File: src/rtl/cp0_unit.sv
// MIPS coprocessor 0: status/cause/EPC state, interrupt prioritisation and exception/eret redirect.
// Optional Count/Compare timer is built only when CP0_TIMER_EN is defined.
module cp0_unit #(
   parameter int unsigned HW_INT_W   = 6,
   parameter logic [31:0] EXC_VECTOR = 32'h8000_0180,
   parameter logic [31:0] BEV_VECTOR = 32'hBFC0_0380,
   parameter int unsigned COUNT_DIV  = 2
) (
   input  logic                clk,
   input  logic                rst,
   input  logic [4:0]          reg_num,
   input  logic [2:0]          reg_sel,
   input  logic [31:0]         wdata,
   input  logic                we,
   output logic [31:0]         rdata,
   input  logic [HW_INT_W-1:0] hw_int,
   input  logic                exc_req,
   input  logic [4:0]          exc_code,
   input  logic [31:0]         exc_pc,
   input  logic                exc_bd,
   input  logic [31:0]         exc_badvaddr,
   input  logic                eret,
   output logic                int_pending,
   output logic                redirect_valid,
   output logic [31:0]         redirect_pc,
   output logic                status_exl
);

   localparam logic [4:0]  REG_BADVADDR = 5'd8;
   localparam logic [4:0]  REG_STATUS   = 5'd12;
   localparam logic [4:0]  REG_CAUSE    = 5'd13;
   localparam logic [4:0]  REG_EPC      = 5'd14;
   localparam logic [4:0]  REG_ERROREPC = 5'd30;
   localparam logic [31:0] STATUS_MASK  = 32'h0040_FF17;
   localparam logic [31:0] STATUS_RST   = 32'h0040_0004;

   generate
      if (HW_INT_W < 1 || HW_INT_W > 6 || COUNT_DIV < 1) begin : g_bad_param
         $error("cp0_unit: HW_INT_W must be 1..6 and COUNT_DIV >= 1");
      end
   endgenerate

   logic [31:0] r_status;
   logic [31:0] r_epc;
   logic [31:0] r_errorepc;
   logic [31:0] r_badvaddr;
   logic        r_cause_bd;
   logic [4:0]  r_exc_code;
   logic [1:0]  r_sw_ip;
   logic [5:0]  r_hw_ip;
   logic        r_redirect_valid;
   logic [31:0] r_redirect_pc;

   logic [5:0]  w_hw_ip;
   logic [7:0]  w_ip;
   logic        w_ti;
   logic        w_sel0;
   logic        w_wr;
   logic        w_ie;
   logic        w_exl;
   logic        w_erl;
   logic        w_bev;
   logic [31:0] w_cause;

   assign w_sel0 = (reg_sel == 3'd0);
   // mtc0 only lands when no exception or eret claims the same cycle
   assign w_wr   = we & w_sel0 & ~exc_req & ~eret;
   assign w_ie   = r_status[0];
   assign w_exl  = r_status[1];
   assign w_erl  = r_status[2];
   assign w_bev  = r_status[22];

   always_comb begin
      w_hw_ip                 = '0;
      w_hw_ip[HW_INT_W-1:0]   = hw_int;
   end

   assign w_ip        = {r_hw_ip[5] | w_ti, r_hw_ip[4:0], r_sw_ip};
   assign w_cause     = {r_cause_bd, w_ti, 14'd0, w_ip, 1'b0, r_exc_code, 2'b00};
   assign int_pending = w_ie & ~w_exl & ~w_erl & (|(w_ip & r_status[15:8]));
   assign status_exl  = w_exl;

`ifdef CP0_TIMER_EN
   localparam logic [4:0]  REG_COUNT   = 5'd9;
   localparam logic [4:0]  REG_COMPARE = 5'd11;
   localparam int unsigned PRESC_W     = (COUNT_DIV > 1) ? $clog2(COUNT_DIV) : 1;

   logic [PRESC_W-1:0] r_presc;
   logic [31:0]        r_count;
   logic [31:0]        r_compare;
   logic               r_ti;
   logic               w_tick;
   logic               w_cnt_wr;
   logic               w_cmp_wr;
   logic [31:0]        w_count_inc;

   assign w_tick      = (r_presc == PRESC_W'(COUNT_DIV - 1));
   assign w_cnt_wr    = w_wr & (reg_num == REG_COUNT);
   assign w_cmp_wr    = w_wr & (reg_num == REG_COMPARE);
   assign w_count_inc = r_count + 32'd1;
   assign w_ti        = r_ti;

   // Prescaled Count with sticky compare-match flag; a Compare write clears it
   always_ff @(posedge clk) begin
      if (rst) begin
         r_presc   <= '0;
         r_count   <= '0;
         r_compare <= '0;
         r_ti      <= 1'b0;
      end else begin
         if (w_cnt_wr) begin
            r_count <= wdata;
            r_presc <= '0;
         end else if (w_tick) begin
            r_presc <= '0;
            r_count <= w_count_inc;
         end else begin
            r_presc <= r_presc + PRESC_W'(1);
         end
         if (w_cmp_wr) begin
            r_compare <= wdata;
            r_ti      <= 1'b0;
         end else if (!w_cnt_wr && w_tick && (w_count_inc == r_compare)) begin
            r_ti <= 1'b1;
         end
      end
   end
`else
   assign w_ti = 1'b0;
`endif

   always_comb begin
      rdata = '0;
      if (w_sel0) begin
         case (reg_num)
            REG_BADVADDR: rdata = r_badvaddr;
`ifdef CP0_TIMER_EN
            REG_COUNT:    rdata = r_count;
            REG_COMPARE:  rdata = r_compare;
`endif
            REG_STATUS:   rdata = r_status;
            REG_CAUSE:    rdata = w_cause;
            REG_EPC:      rdata = r_epc;
            REG_ERROREPC: rdata = r_errorepc;
            default:      rdata = '0;
         endcase
      end
   end

   // Exception entry beats eret, which beats mtc0
   always_ff @(posedge clk) begin
      if (rst) begin
         r_status         <= STATUS_RST;
         r_epc            <= '0;
         r_errorepc       <= '0;
         r_badvaddr       <= '0;
         r_cause_bd       <= 1'b0;
         r_exc_code       <= '0;
         r_sw_ip          <= '0;
         r_hw_ip          <= '0;
         r_redirect_valid <= 1'b0;
         r_redirect_pc    <= '0;
      end else begin
         r_hw_ip          <= w_hw_ip;
         r_redirect_valid <= exc_req | eret;
         if (exc_req) begin
            if (!w_exl) begin
               r_epc      <= exc_bd ? (exc_pc - 32'd4) : exc_pc;
               r_cause_bd <= exc_bd;
            end
            r_exc_code    <= exc_code;
            r_status[1]   <= 1'b1;
            if (exc_code == 5'd4 || exc_code == 5'd5) begin
               r_badvaddr <= exc_badvaddr;
            end
            r_redirect_pc <= w_bev ? BEV_VECTOR : EXC_VECTOR;
         end else if (eret) begin
            if (w_erl) begin
               r_status[2]   <= 1'b0;
               r_redirect_pc <= r_errorepc;
            end else begin
               r_status[1]   <= 1'b0;
               r_redirect_pc <= r_epc;
            end
         end else if (w_wr) begin
            case (reg_num)
               REG_BADVADDR: r_badvaddr <= wdata;
               REG_STATUS:   r_status   <= wdata & STATUS_MASK;
               REG_CAUSE:    r_sw_ip    <= wdata[9:8];
               REG_EPC:      r_epc      <= wdata;
               REG_ERROREPC: r_errorepc <= wdata;
               default:      ;
            endcase
         end
      end
   end

   // A reset cycle also masks a pulse already sitting in the register
   assign redirect_valid = r_redirect_valid & ~rst;
   assign redirect_pc    = r_redirect_pc;

endmodule

File: config.mk
export PLATFORM = sky130hd
export DESIGN_NAME = cp0_unit
export DESIGN_NICKNAME = d
export VERILOG_FILES = /design/src/rtl/cp0_unit.sv
export SDC_FILE = /design/constraint.sdc
export NUM_CORES = 1
export LEC_CHECK = 0
export ABC_AREA = 1
export CAP_MARGIN = 10
export CORE_MARGIN = 5
export CORE_UTILIZATION = 50
export CTS_CLUSTER_DIAMETER = 60
export DETAILED_ROUTE_END_ITERATION = 10
export HOLD_SLACK_MARGIN = 0.08
export PLACE_DENSITY = 0.77
export SLEW_MARGIN = 10
export SYNTH_ARGS = -nofsm -noshare
export SYNTH_HDL_FRONTEND = slang
export SYNTH_SLANG_ARGS = --single-unit
File: constraint.sdc
create_clock -name clk -period 2.11 [get_ports clk]
set_clock_uncertainty 0.2 [all_clocks]
set_input_delay 0.3165 -clock clk [delete_from_list [all_inputs] [get_ports clk]]
set_output_delay 0.3165 -clock clk [all_outputs]
set_load 0.05 [all_outputs]
## Word-level counts from Yosys, hierarchy flattened

Index checks and enable logic that the tools add are counted.

| storage, ports and cells | value |
|---|---|
| bits in registers | 156 |
| logic and storage cells | 79 |
| output and inout port bits | 67 |
| input port bits | 121 |

| cells by class | value |
|---|---|
| bitwise gates (word level) | 14 |
| mux-type cells | 22 |
| equality and inequality tests | 11 |
| add/sub/neg operators | 1 |
| reductions and logical operators | 19 |

Operators by type and width:

| operator | count |
|---|---|
| $mux W32 | 15 |
| $pmux W32 S5 | 1 |
| $sub A32 B3 Y32 const B | 1 |
| $mux W30 | 1 |
| $eq A5 B4 Y1 const B | 4 |
| $reduce_and A4 Y1 | 5 |
| $reduce_bool A2 Y1 | 6 |
| $eq A5 B3 Y1 const B | 2 |
| $and A8 B8 Y8 | 1 |
| $reduce_or A8 Y1 | 1 |
| $and A1 B1 Y1 | 7 |
| $mux W3 | 2 |
| $reduce_and A3 Y1 | 2 |
| $reduce_bool A3 Y1 | 2 |
| $eq A5 B5 Y1 const B | 1 |
| $not A1 Y1 | 5 |
| $ne A2 B2 Y1 const B | 2 |
| $logic_not A3 Y1 | 1 |
| $ne A3 B3 Y1 const B | 1 |
| $mux W1 | 2 |
| $mux W2 | 1 |
| $ne A2 B1 Y1 const B | 1 |
| $reduce_and A2 Y1 | 1 |
| $logic_or A1 B1 Y1 | 1 |
| $or A1 B1 Y1 | 1 |

## Depth between registers and ports, before layout

| logic depth | value |
|---|---|
| depth in word-level cells | 7 |
| mapped depth | 11 |
| gate-level depth less buffers | 11 |

## Least setup slack after synthesis

Ideal clock, no wire load.

| timing path | value |
|---|---|
| kind | in2out |
| start point | input port reg_num[0] |
| end point | output port rdata[15] |
| required time | 1.594 ns |
| arrival | 1.967 ns |
| path buffers | 1 |
| stages | 6 |
| path slack | -0.374 ns |
| cells stage by stage | inv_1 nand4_1 nor2_1 clkbuf_1 nand2_1 a31oi_1 |

| on the way | value |
|---|---|
| word-level cells in the longest chain between the ends | 3 |
| elaborated cells on any way between the ends | 7 |
| those cells by class | eq/ne: 5; mux: 2 |

RTL lines:

| element | RTL line | RTL |
|---|---|---|
| start, declared | 11 | `input logic [4:0] reg_num,` |
| $eq A5 B5 Y1 or $eq A5 B4 Y1 (tied branches) | 135 | `case (reg_num)` |
| $pmux W32 S5 (*) | 135 |  |
| $mux W32 (*) | 134 | `if (w_sel0) begin` |
| end, declared | 15 | `output logic [31:0] rdata,` |

Mark *: on every way between the ends. The rest lies on a longest branch, timed or not.

## Worst setup path after layout

| timing path | value |
|---|---|
| start point | input port reg_num[0] |
| end point | output port rdata[9] |

The elaborated chain is that of the path after synthesis.

==> flow_metrics.env <==
export IMPL_synth_cells=1197
export IMPL_pin_count=188
export IMPL_grt_pass1_vias=9386
export IMPL_vias=9998
export IMPL_antenna_found_initial=0
export IMPL_syn_area_sq_mm=0.00790
export IMPL_pwr_share_clk_pct=41.0
export IMPL_grt_overflow=0
export IMPL_p_leak_nw=5.53
export IMPL_synth_top_cell_by_area="dfxtp_1"
export IMPL_rows=46
export IMPL_fmax_mhz=446
export IMPL_synth_top_area_share_pct=39.6
export IMPL_cts_clk_slew_worst_paths_ns=0.06
export IMPL_post_dp_hpwl_um=20800
export IMPL_gp_congestion=0.898
export IMPL_violations="negative setup slack"
export IMPL_p_int_mw=5.32
export IMPL_grt_first_pass_wirelength_um=49700
export IMPL_path_common_cell="buf_12"
export IMPL_power_frac_comb_pct=16.2
export IMPL_synth_distinct_cells=37
export IMPL_grt_start_max_net_pins=60
export IMPL_met1_length_um=12700
export IMPL_track_usage_pct=34.6
export IMPL_required_ns=1.59
export IMPL_relSlewSlack_pct=54.7
export IMPL_p_sw_mw=2.03
export IMPL_clk_root_buffer_cell="clkbuf_16"
export IMPL_clockBufferDepth=2
export IMPL_drc_errors=0
export IMPL_ir_drop_uv=617
export IMPL_holdWs_ns=0.168
export IMPL_cp_end_kind="output pin"
export IMPL_die_h_um=136
export IMPL_period_minus_slack_ns=2.24
export IMPL_highest_layer="met4"
export IMPL_critPathSlowestCell="nor2_4"
export IMPL_finalHoldViolCount=0
export IMPL_ff_latch_area_sq_mm=0.00313
export IMPL_synth_seq_area_share_pct=39.6
export IMPL_initial_utilization_pct=50.2
export IMPL_totalWireLength_um=34200
export IMPL_area_growth_syn_to_layout_pct=59.3
export IMPL_final_cell_area_sq_mm=0.0126
export IMPL_route_met2_wl_um=15800
export IMPL_finalSetupViolCount=31
export IMPL_multi_input_area_sq_mm=0.00458
export IMPL_pwr_density_cell_mw_per_mm2=584
export IMPL_syn_num_nets=1319
export IMPL_cp_max_fo=7
export IMPL_hold_class="in -> reg"
export IMPL_htree_levels=4
export IMPL_maxCapViolations=0
export IMPL_die_area_sq_mm=0.0184
export IMPL_criticalPathCategory="in -> out"
export IMPL_arrival_ns=1.73
export IMPL_num_antenna_cells=0
export IMPL_cts_made_buffers=17
export IMPL_seq_power_share_pct=42.8
export IMPL_worstPathCellList="buf_8 > inv_6 > nand4_1 > nor2_4 > buf_12 > nand2_1 > o221ai_2 > nor2_1 > nor2_2 > buf_12"
export IMPL_run_status="finished, violations left"
export IMPL_ant_nets=0
export IMPL_wl_met3_um=3930
export IMPL_synth_seq_cells=156
export IMPL_nNetsFinal=1587
export IMPL_cts_tree="yes"
export IMPL_insertion_delay_ns=0.43
export IMPL_cts_sinks=156
export IMPL_yosys_warnings=0
export IMPL_critPathTopFamily="simple AND/OR/NAND/NOR gates"
export IMPL_fp_coreArea_sq_mm=0.0157
export IMPL_drt_iter0_drc=1282
export IMPL_die_w_um=136
export IMPL_placed_area_sq_mm=0.0110
export IMPL_postSynthAreaPerCell_sq_um=6.60
export IMPL_drive_gt1_share_pct=21.9
export IMPL_cpPeakStageDelay_ns=0.27
export IMPL_maxSlewViolCount=0
export IMPL_grt_setup_unrepaired="yes"
export IMPL_numPortBuffers=187
export IMPL_start_kind="input port"
export IMPL_ys_top_cells_by_area="dfxtp_1 40%, nand2_1 14%, o21ai_0 7.9%"
export IMPL_fin_ws_ns=-0.133
export IMPL_cts_hold_buf=0
export IMPL_critical_path_buf_inv_count=4
export IMPL_worst_pin_slew_ns=0.679
export IMPL_vias_per_cell=5.91
export IMPL_ff2ff_setup_slack_ns=0.39
export IMPL_wire_per_inst_um=20.2
export IMPL_netSwitchingFraction_pct=27.6
export IMPL_nFillCells=1051
export IMPL_fin_crit_sh_pct=106
export IMPL_dr_pass1_iters=7
-- power by group through the flow --
stage	Sequential (mW)	Clock [mW]	Combinational (mW)
2_1_floorplan	3.25	0	0.409
6_report	3.14	3.01	1.19
5_1_grt	3.15	3.13	1.26
3_3_place_gp	3.19	0	1.05
3_5_place_dp	3.19	0	1.07
4_1_cts	3.13	2.98	1.13
-- area by class of cell --
cell class	instances	share of cell area, %
Inverter	107	3.32
Timing Repair Buffer	325	28.7
Sequential cell	156	24.9
Clock buffer	23	3.88
Clock inverter	8	0.676
Tap cell	216	2.15
Multi-Input combinational cell	858	36.4
-- cells by family after synthesis --
kind of cell | share of synthesized area (%)
xor gates and xnor gates | 0.444
DFF | 39.6
buffers and inverters | 9.30
AOI/OAI and AO/OA | 26.3
adders and majority gates | 0.158
and+or+nand+nor | 24.2
-- stage by stage --
stage | std cells | total power [mW] | TNS, ns | utilization (%) | setup slack [ns]
final | 1693 | 7.34 | -2.26 | 80.1 | -0.133
after global routing | 1693 | 7.54 | -4.47 | 80.1 | -0.206
after CTS | 1685 | 7.24 | -0.356 | 77.7 | -0.0593
after detailed placement | 1633 | 4.25 | -41.98 | 70.1 | -0.471
after global placement | 1633 | 4.24 | -35.37 | 70.1 | -0.399
after floorplan | 1197 | 3.66 | -1.24 | - | -0.175
-- sequential cells by signal, summed over array words and instances, names as in the netlist --
name / count
r_status: 13
r_cause_bd: 1
r_epc: 32
r_redirect_valid: 1
r_hw_ip: 6
r_exc_code: 5
r_errorepc: 32
r_badvaddr: 32
redirect_pc: 32
r_sw_ip: 2
-- cell usage after synthesis (all sizes together) --
| library cell | instances |
|---|---|
| a211oi | 5 |
| a21oi | 120 |
| a221oi | 2 |
| a22o | 3 |
| a31oi | 58 |
| a41oi | 7 |
| and3 | 1 |
| buf | 23 |
| clkbuf | 53 |
| clkinv | 2 |
| dfxtp | 156 |
| ha | 1 |
| inv | 105 |
| nand2 | 287 |
| nand3 | 42 |
| nand3b | 2 |
| nand4 | 9 |
| nor2 | 126 |
| nor3 | 5 |
| nor4 | 1 |
| o211ai | 17 |
| o21ai | 158 |
| o21bai | 4 |
| o221ai | 2 |
| o22ai | 1 |
| or2 | 3 |
| xnor2 | 2 |
| xor2 | 2 |
-- worst min-delay path: stages --
cell	delay [ns]
buf_2	0.16
inv_4	0.08
nor2_1	0.07
a21oi_1	0.13
-- path summary, 6_finish.rpt --
| kind | startpoint | to | cells past startpoint |
|---|---|---|---|
| worst min-delay path | exc_req | r_cause_bd$_SDFFE_PP0P_ | 4 |
| worst max register to register | r_status[2]$_SDFFE_PP1P_ | redirect_pc[13]$_SDFFE_PP0P_ | 4 |
| worst max-delay path | reg_num[0] | rdata[9] | 10 |
| worst min register to register | redirect_pc[18]$_SDFFE_PP0P_ | redirect_pc[18]$_SDFFE_PP0P_ | 2 |
-- layer usage --
metal / track usage (%) / vias up
li1: - / 4558
met1: 43.9 / 4597
met2: 54.5 / 677
met3: 8.99 / 166
met4: 17.3 / 0
met5: 0 / -
-- layout by cell type, fill, tap and decap left out, types with 3 or more instances in the layout --
| cell type | n |
|---|---|
| o21bai_1 | 4 |
| a21oi_2 | 3 |
| clkinvlp_4 | 6 |
| a41oi_4 | 7 |
| clkdlybuf4s50_1 | 112 |
| buf_4 | 108 |
| inv_4 | 3 |
| nand2_1 | 240 |
| nor2_4 | 4 |
| clkbuf_16 | 18 |
| a22o_1 | 3 |
| nand3_1 | 39 |
| a21oi_1 | 115 |
| buf_16 | 4 |
| nor3_1 | 4 |
| nor2_2 | 8 |
| nand2_4 | 19 |
| dlymetal6s2s_1 | 19 |
| dfxtp_1 | 153 |
| o211ai_1 | 17 |
| o21ai_1 | 37 |
| nor2_1 | 114 |
| nand2_2 | 28 |
| buf_12 | 43 |
| a31oi_1 | 57 |
| inv_1 | 88 |
| or2_2 | 3 |
| nand4_1 | 9 |
| dlygate4sd2_1 | 10 |
| buf_6 | 19 |
| inv_2 | 12 |
| buf_8 | 7 |
| clkbuf_8 | 4 |
| o21ai_0 | 118 |
-- timing repair --
item | CTS | global route
endpoints found under the setup margin | 41 | 53
pin swaps | 36 | 38
gates resized for setup | 123 | 95
buffers inserted | 15 | 11
gates cloned | 7 | 1
Power figures use the tool's default switching activity.
